## src/rtl/gmsk_pkg.sv

```systemverilog
// Shared definitions for the GMSK-P1 fetch-stage program counter.
package gmsk_pkg;

    // Default address width and instruction size.
    localparam int XLEN_DEF       = 32;
    localparam int INSN_BYTES_DEF = 4;
    localparam int RAS_DEPTH_DEF  = 4;

    // Architectural vectors.
    localparam logic [31:0] RESET_VECTOR_DEF = 32'h0000_0000;
    localparam logic [31:0] TRAP_VECTOR_DEF  = 32'h0000_0100;

    // Program-counter control state.
    typedef enum logic [1:0] {
        BOOT   = 2'd0,
        RUN    = 2'd1,
        HALTED = 2'd2
    } pc_state_t;

endpackage : gmsk_pkg

```

## src/rtl/return_addr_stack.sv

```systemverilog
// Circular return-address stack. A push when full overwrites the oldest
// entry, and the occupancy count saturates at DEPTH. A pop has priority
// over a push if both arrive together. Clear empties the stack.
module return_addr_stack #(
    parameter int DEPTH = 4,
    parameter int XLEN  = 32
) (
    input  logic            clk,
    input  logic            rst,
    input  logic            push,
    input  logic            pop,
    input  logic            clear,
    input  logic [XLEN-1:0] push_data,
    output logic [XLEN-1:0] top,
    output logic            empty,
    output logic            full
);

    localparam int PW = (DEPTH > 1) ? $clog2(DEPTH) : 1;
    localparam int CW = PW + 1;

    logic [XLEN-1:0] mem_q [DEPTH];
    logic [PW-1:0]   top_ptr_q;
    logic [PW-1:0]   top_ptr_d;
    logic [CW-1:0]   count_q;
    logic [CW-1:0]   count_d;
    logic            do_pop;
    logic            do_push;
    logic [PW-1:0]   ptr_inc;

    assign empty   = (count_q == '0);
    assign full    = (count_q == CW'(DEPTH));
    assign top     = mem_q[top_ptr_q];
    assign do_pop  = pop && !empty && !clear;
    assign do_push = push && !pop && !clear;
    assign ptr_inc = top_ptr_q + PW'(1);

    // Next pointer and occupancy for push, pop and clear.
    always_comb begin
        top_ptr_d = top_ptr_q;
        count_d   = count_q;
        if (clear) begin
            top_ptr_d = '0;
            count_d   = '0;
        end else if (do_pop) begin
            top_ptr_d = top_ptr_q - PW'(1);
            count_d   = count_q - CW'(1);
        end else if (do_push) begin
            top_ptr_d = ptr_inc;
            if (!full) begin
                count_d = count_q + CW'(1);
            end
        end
    end

    // Pointer and occupancy registers.
    always_ff @(posedge clk) begin
        if (rst) begin
            top_ptr_q <= '0;
            count_q   <= '0;
        end else begin
            top_ptr_q <= top_ptr_d;
            count_q   <= count_d;
        end
    end

    // Entry storage; a push lands one slot above the current top.
    always_ff @(posedge clk) begin
        if (do_push) begin
            mem_q[ptr_inc] <= push_data;
        end
    end

endmodule : return_addr_stack

```

## src/rtl/pc_unit.sv

```systemverilog
// Fetch-stage program counter with trap/return/redirect/RAS selection,
// halt/resume control and misaligned-target detection.
//
// Handshake: pc is offered when pc_valid is high; a transfer (fire) happens
// on a rising edge where pc_valid && pc_ready. pc and pc_valid come only from
// registers, so pc_ready never combinationally affects them. Trap entry,
// trap return and redirects act without waiting for pc_ready; hints are only
// considered on fire.
module pc_unit
    import gmsk_pkg::*;
#(
    parameter int              XLEN         = XLEN_DEF,
    parameter logic [XLEN-1:0] RESET_VECTOR = XLEN'(RESET_VECTOR_DEF),
    parameter logic [XLEN-1:0] TRAP_VECTOR  = XLEN'(TRAP_VECTOR_DEF),
    parameter int              INSN_BYTES   = INSN_BYTES_DEF,
    parameter int              RAS_DEPTH    = RAS_DEPTH_DEF
) (
    input  logic            clk,
    input  logic            rst,
    output logic [XLEN-1:0] pc,
    output logic            pc_valid,
    input  logic            pc_ready,
    input  logic            call_hint,
    input  logic            ret_hint,
    input  logic            redirect_valid,
    input  logic [XLEN-1:0] redirect_target,
    input  logic            trap_req,
    input  logic            trap_ret,
    input  logic            halt,
    input  logic            resume,
    output logic [XLEN-1:0] epc,
    output logic            misaligned_fault,
    output logic            ras_underflow,
    output pc_state_t       state_dbg,
    output logic            ras_empty_dbg,
    output logic            ras_full_dbg
);

    localparam logic [XLEN-1:0] INC_AMT    = XLEN'(INSN_BYTES);
    localparam logic [XLEN-1:0] ALIGN_MASK = XLEN'(INSN_BYTES - 1);

    pc_state_t       state_q, state_d;
    logic [XLEN-1:0] pc_q, pc_d;
    logic [XLEN-1:0] epc_q, epc_d;
    logic            pc_valid_q;
    logic            misaligned_q, misaligned_d;
    logic            underflow_q, underflow_d;

    logic            fire;
    logic [XLEN-1:0] pc_inc;
    logic            target_aligned;

    logic            ras_push;
    logic            ras_pop;
    logic            ras_clear;
    logic [XLEN-1:0] ras_top;
    logic            ras_empty;
    logic            ras_full;

    assign fire           = pc_valid_q && pc_ready;
    assign pc_inc         = pc_q + INC_AMT;
    assign target_aligned = ((redirect_target & ALIGN_MASK) == '0);

    return_addr_stack #(
        .DEPTH (RAS_DEPTH),
        .XLEN  (XLEN)
    ) u_ras (
        .clk       (clk),
        .rst       (rst),
        .push      (ras_push),
        .pop       (ras_pop),
        .clear     (ras_clear),
        .push_data (pc_inc),
        .top       (ras_top),
        .empty     (ras_empty),
        .full      (ras_full)
    );

    // Next-state, next-PC and RAS control; one action per cycle by priority.
    always_comb begin
        state_d      = state_q;
        pc_d         = pc_q;
        epc_d        = epc_q;
        misaligned_d = 1'b0;
        underflow_d  = 1'b0;
        ras_push     = 1'b0;
        ras_pop      = 1'b0;
        ras_clear    = 1'b0;
        unique case (state_q)
            BOOT: begin
                state_d = RUN;
            end
            RUN: begin
                if (trap_req) begin
                    pc_d      = TRAP_VECTOR;
                    epc_d     = pc_q;
                    ras_clear = 1'b1;
                end else if (trap_ret) begin
                    pc_d = epc_q;
                end else if (redirect_valid) begin
                    if (target_aligned) begin
                        pc_d = redirect_target;
                    end else begin
                        pc_d         = TRAP_VECTOR;
                        epc_d        = pc_q;
                        misaligned_d = 1'b1;
                    end
                end else if (fire) begin
                    if (ret_hint) begin
                        if (!ras_empty) begin
                            pc_d    = ras_top;
                            ras_pop = 1'b1;
                        end else begin
                            pc_d        = pc_inc;
                            underflow_d = 1'b1;
                        end
                    end else begin
                        pc_d     = pc_inc;
                        ras_push = call_hint;
                    end
                end
                if (halt) begin
                    state_d = HALTED;
                end
            end
            HALTED: begin
                // A trap pulls the core out of halt through the trap vector.
                if (trap_req) begin
                    pc_d      = TRAP_VECTOR;
                    epc_d     = pc_q;
                    ras_clear = 1'b1;
                    state_d   = RUN;
                end else if (resume) begin
                    state_d = RUN;
                end
            end
            default: begin
                state_d = BOOT;
            end
        endcase
    end

    // State and registered outputs; reset wins over every other condition.
    always_ff @(posedge clk) begin
        if (rst) begin
            state_q      <= BOOT;
            pc_q         <= RESET_VECTOR;
            epc_q        <= '0;
            pc_valid_q   <= 1'b0;
            misaligned_q <= 1'b0;
            underflow_q  <= 1'b0;
        end else begin
            state_q      <= state_d;
            pc_q         <= pc_d;
            epc_q        <= epc_d;
            pc_valid_q   <= (state_d == RUN);
            misaligned_q <= misaligned_d;
            underflow_q  <= underflow_d;
        end
    end

    assign pc               = pc_q;
    assign pc_valid         = pc_valid_q;
    assign epc              = epc_q;
    assign misaligned_fault = misaligned_q;
    assign ras_underflow    = underflow_q;
    assign state_dbg        = state_q;
    assign ras_empty_dbg    = ras_empty;
    assign ras_full_dbg     = ras_full;

endmodule : pc_unit

```

## config.mk

```make
export PLATFORM = sky130hd
export DESIGN_NAME = pc_unit
export DESIGN_NICKNAME = d
export VERILOG_FILES = /design/src/rtl/gmsk_pkg.sv /design/src/rtl/return_addr_stack.sv /design/src/rtl/pc_unit.sv
export SDC_FILE = /design/constraint.sdc
export NUM_CORES = 1
export LEC_CHECK = 0
export ABC_AREA = 1
export BUFFER_PORTS_ARGS = -buffer_cell sky130_fd_sc_hd__buf_2
export CORE_MARGIN = 3
export CORE_UTILIZATION = 50
export CTS_CLUSTER_SIZE = 10
export DETAILED_ROUTE_END_ITERATION = 10
export GPL_TIMING_DRIVEN = 0
export PLACE_DENSITY = 0.79
export SYNTH_ARGS = -nofsm -noshare
export SYNTH_HDL_FRONTEND = slang
export SYNTH_SLANG_ARGS = --single-unit
export TNS_END_PERCENT = 5
```

## constraint.sdc

```tcl
create_clock -name clk -period 3.4 [get_ports clk]
set_input_delay 0.68 -clock clk [delete_from_list [all_inputs] [get_ports clk]]
set_output_delay 0.68 -clock clk [all_outputs]
set_load 0.01 [all_outputs]
```

==> flow_metrics.env <==
export IMPL_grt_start_max_net_pins=26
export IMPL_core_area_mm2=0.0191
export IMPL_slowest_delay_ns=0.53
export IMPL_detail_route_drc_violations=0
export IMPL_power_total_mw=5.52
export IMPL_cap_viol_max_count=0
export IMPL_worst_r2r_path_depth=9
export IMPL_final_util_pct=60.7
export IMPL_detailedPlacementHpwl_um=20900
export IMPL_die_width_um=147
export IMPL_max_vdd_ir_drop_v=0.000541
export IMPL_clkTransAtPathRegs_ns=0.05
export IMPL_grt_first_pass_wirelength_um=44200
export IMPL_clock_group_share_of_total_power_pct=41.4
export IMPL_mostFrequentLayoutCells="sky130_fd_sc_hd__nand2_1, sky130_fd_sc_hd__buf_2, sky130_fd_sc_hd__edfxtp_1"
export IMPL_antennaDiodeCount=0
export IMPL_proportion_of_power_drawn_by_flip_flops_and_latches_pct=49.7
export IMPL_cp_end_kind="flip-flop"
export IMPL_critical_path_fanouts_max=17
export IMPL_fmax_ghz=0.385
export IMPL_final_layout_size_suffix_gt1_share_pct=15.6
export IMPL_path_common_cell="sky130_fd_sc_hd__inv_1"
export IMPL_grt_use_total_pct=25.8
export IMPL_route_final_wire_length_um=28700
export IMPL_rsz0062_at_grt="false"
export IMPL_slowest_stage_cell_crit_path="sky130_fd_sc_hd__nor2_4"
export IMPL_timing_critical_path_required_ns=3.61
export IMPL_ys_seq_elements=204
export IMPL_fin_cells=1587
export IMPL_detailedRoute_firstIterationViolations=920
export IMPL_cts_root_buf="sky130_fd_sc_hd__clkbuf_16"
export IMPL_place_inst=1546
export IMPL_final_fill_count=1595
export IMPL_worst_setup_path_endpoint="u_ras.mem_q[2][5]$_DFFE_PP_"
export IMPL_clock_tree_buffer_depth=3
export IMPL_setup_reg_to_reg_worst_slack_ns=0.80
export IMPL_nets=1364
export IMPL_vias=8786
export IMPL_post_cts_setup_buffers=0
export IMPL_ys_warnings_count=0
export IMPL_r2r_start="state_dbg[1]$_SDFF_PP0_"
export IMPL_start_util_pct=51.8
export IMPL_outcome="completed"
export IMPL_synthesis_nets=1223
export IMPL_yosysUniqueCellTypes=39
export IMPL_power_switching_mw=1.32
export IMPL_grt_antenna_before_repair=0
export IMPL_via_count_of_the_first_global_routing_pass=8067
export IMPL_synth_area_mm2=0.00989
export IMPL_fp_dieArea_mm2=0.0215
export IMPL_die_height_um=147
export IMPL_finalHoldViolCount=0
export IMPL_syn_to_final_growth_pct=17.1
export IMPL_setup_total_negative_slack_ns=0
export IMPL_fin_worst_skew_ns=0.0100
export IMPL_pwr_share_comb_pct=8.9
export IMPL_finalCriticalPeriod_ns=2.60
export IMPL_arrival_ns=2.80
export IMPL_multi_input_comb_area_mm2=0.00388
export IMPL_startpoint="state_dbg[1]$_SDFF_PP0_"
export IMPL_route_antenna_remaining_nets=0
export IMPL_routed_wire_length_per_instance_um=18.1
export IMPL_cts_sinks=204
export IMPL_clk_lat_worst_skew_ns=0.51
export IMPL_hp_class="reg2reg"
export IMPL_timing_final_max_slew_violations=0
export IMPL_p_per_area_mw_per_mm2=477
export IMPL_worstSetupStartpointType="flip-flop"
export IMPL_synthesis_area_per_instance_um2=8.44
export IMPL_worstPathCellList="inv_1 > ha_1 > inv_1 > nor2_1 > inv_1 > nor2_2 > inv_1 > nor2_4 > buf_16"
export IMPL_drt_pass1_iter_count=6
export IMPL_fin_crit_sh_pct=76.3
export IMPL_timing_worst_slew_pin_value_ns=0.686
export IMPL_switching_share_pct=24.0
export IMPL_portBuffers=111
export IMPL_synth_yosys_seq_area_share_pct=54.3
export IMPL_maximum_level_of_the_cts_h_tree=1
export IMPL_placement_setup_worst_slack_ns=0.555
export IMPL_cts_buffers=24
export IMPL_rows=50
export IMPL_leakage_nw=4.66
export IMPL_endpoints_failing_setup=0
export IMPL_worstReg2RegEnd="u_ras.mem_q[2][5]$_DFFE_PP_"
export IMPL_cts_resized=0
export IMPL_cts_hold_repair_buffers=0
export IMPL_grt_overflow_total=0
export IMPL_timing_final_ws_setup_ns=0.805
export IMPL_leading_cell_type_in_the_layout_fill_and_taps_excluded="sky130_fd_sc_hd__nand2_1"
export IMPL_internal_power_mw=4.19
export IMPL_area_taken_by_flip_flops_and_latches_mm2=0.00537
export IMPL_critical_path_class="reg2reg"
export IMPL_routabilityCongestion=0.952
export IMPL_relSlewSlack_pct=54.2
export IMPL_synthesis_instances=1171
export IMPL_route_detailed_vias_per_inst=5.54
export IMPL_clock_tree_from_tritoncts="built"
export IMPL_io_pins=113
logic make-up (layout without fill, tap and decap cells):
logic type | Yosys count | count (layout) | synth area share (%)
flip-flops | 204 | 204 | 54.3
AND/OR/NAND/NOR | 552 | 552 | 24.1
AO/OA/AOI/OAI | 231 | 231 | 12.8
XOR/XNOR | 9 | 9 | 0.797
adder cells (fa/ha/maj) | 10 | 10 | 1.27
buffers and inverters | 165 | 321 | 6.73
registers in the layout, summed over array words and instances, names as in the netlist, named ones only:
| signal | count |
|---|---|
| pc_valid | 1 |
| state_dbg | 2 |
| ras_underflow | 1 |
| pc | 32 |
| u_ras.mem_q | 128 |
| u_ras.count_q | 3 |
| misaligned_fault | 1 |
| u_ras.top_ptr_q | 2 |
| epc | 32 |
per-layer routing:
layer / vias to the layer above / GRT usage (%) / wire, um
met2: 508 / 42.5 / 13400
met1: 4024 / 35.6 / 11700
met3: 70 / 3.38 / 2810
met5: - / 0 / 0
li1: 4184 / - / -
met4: 0 / 8.56 / 809
layout make-up:
type                            instances  share of cell area (%)
Sequential cell                       204                    46.4
Multi-Input combinational cell        802                    33.6
Clock buffer                           40                    5.89
Timing Repair Buffer                  115                    5.56
Inverter                              105                    3.41
Tap cell                              260                    2.81
Buffer                                 60                    2.35
Clock inverter                          1                  0.0649
synth_stat cells:
cell type	instances	area, um2
sky130_fd_sc_hd__nand3_1	75	375
sky130_fd_sc_hd__inv_1	99	372
sky130_fd_sc_hd__nand3b_1	8	60.1
sky130_fd_sc_hd__buf_1	6	22.5
sky130_fd_sc_hd__nand3_2	3	30.0
sky130_fd_sc_hd__o21ai_2	1	8.76
sky130_fd_sc_hd__xnor2_1	1	8.76
sky130_fd_sc_hd__o221ai_1	1	8.76
sky130_fd_sc_hd__ha_1	10	125
sky130_fd_sc_hd__nor3_1	4	20.0
sky130_fd_sc_hd__a31oi_1	15	93.8
sky130_fd_sc_hd__nand2_4	2	22.5
sky130_fd_sc_hd__nor2_1	121	454
sky130_fd_sc_hd__o31ai_1	1	7.51
sky130_fd_sc_hd__o211ai_1	18	135
sky130_fd_sc_hd__edfxtp_1	128	3840
sky130_fd_sc_hd__nand4_1	4	25.0
sky130_fd_sc_hd__inv_2	5	18.8
sky130_fd_sc_hd__o21ai_1	12	60.1
sky130_fd_sc_hd__o21bai_1	3	22.5
sky130_fd_sc_hd__nand2_8	1	20.0
sky130_fd_sc_hd__nor3_4	1	16.3
sky130_fd_sc_hd__xor2_1	8	70.1
sky130_fd_sc_hd__nor2_2	7	43.8
sky130_fd_sc_hd__clkinv_1	1	3.75
sky130_fd_sc_hd__clkbuf_1	29	109
sky130_fd_sc_hd__o21ai_0	80	400
sky130_fd_sc_hd__nand2_2	5	31.3
sky130_fd_sc_hd__and2_1	8	50.1
sky130_fd_sc_hd__buf_2	19	95.1
sky130_fd_sc_hd__a21oi_2	6	52.6
sky130_fd_sc_hd__a211oi_1	1	7.51
sky130_fd_sc_hd__nor2_4	4	45.0
sky130_fd_sc_hd__nand2_1	307	1150
sky130_fd_sc_hd__o22ai_1	2	12.5
sky130_fd_sc_hd__buf_4	6	45.0
sky130_fd_sc_hd__a21oi_1	91	455
sky130_fd_sc_hd__dfxtp_1	76	1520
sky130_fd_sc_hd__nor2_8	2	40.0
power groups by stage:
stage,Clock (mW),Combinational [mW],Sequential (mW)
after global placement,0,0.469,2.79
after detailed placement,0,0.478,2.79
after floorplan,0,0.262,2.80
final,2.28,0.491,2.74
after global routing,2.38,0.536,2.75
after CTS,2.28,0.482,2.74
through the flow:
stage          hold WS [ns]  area [um2]
6_report              0.465       11600
2_1_floorplan         0.474        9890
3_5_place_dp          0.457       10900
4_1_cts               0.460       11600
5_1_grt               0.470       11600
3_3_place_gp          0.459       10800
worst max-delay path, delay by kind of cell (launching register included):
kind          cells  cell delay [ns]
flops             1             0.36
buf+inv           5             0.78
fa+ha+maj         1             0.24
simple gates      3             0.90
worst min-delay path by stage:
| stage | end | startpoint | cells past startpoint |
|---|---|---|---|
| 3_3_place_gp | epc[21]$_SDFFE_PP0P_ | epc[21]$_SDFFE_PP0P_ | 2 |
| 6_report | epc[26]$_SDFFE_PP0P_ | epc[26]$_SDFFE_PP0P_ | 2 |
| 2_1_floorplan | u_ras.count_q[0]$_SDFFE_PP0P_ | u_ras.count_q[0]$_SDFFE_PP0P_ | 2 |
| 4_1_cts | ras_underflow$_SDFF_PP0_ | ret_hint | 3 |
| 5_1_grt | ras_underflow$_SDFF_PP0_ | ret_hint | 3 |
| 3_5_place_dp | epc[7]$_SDFFE_PP0P_ | epc[7]$_SDFFE_PP0P_ | 2 |
(Power assumes the default switching activity.)
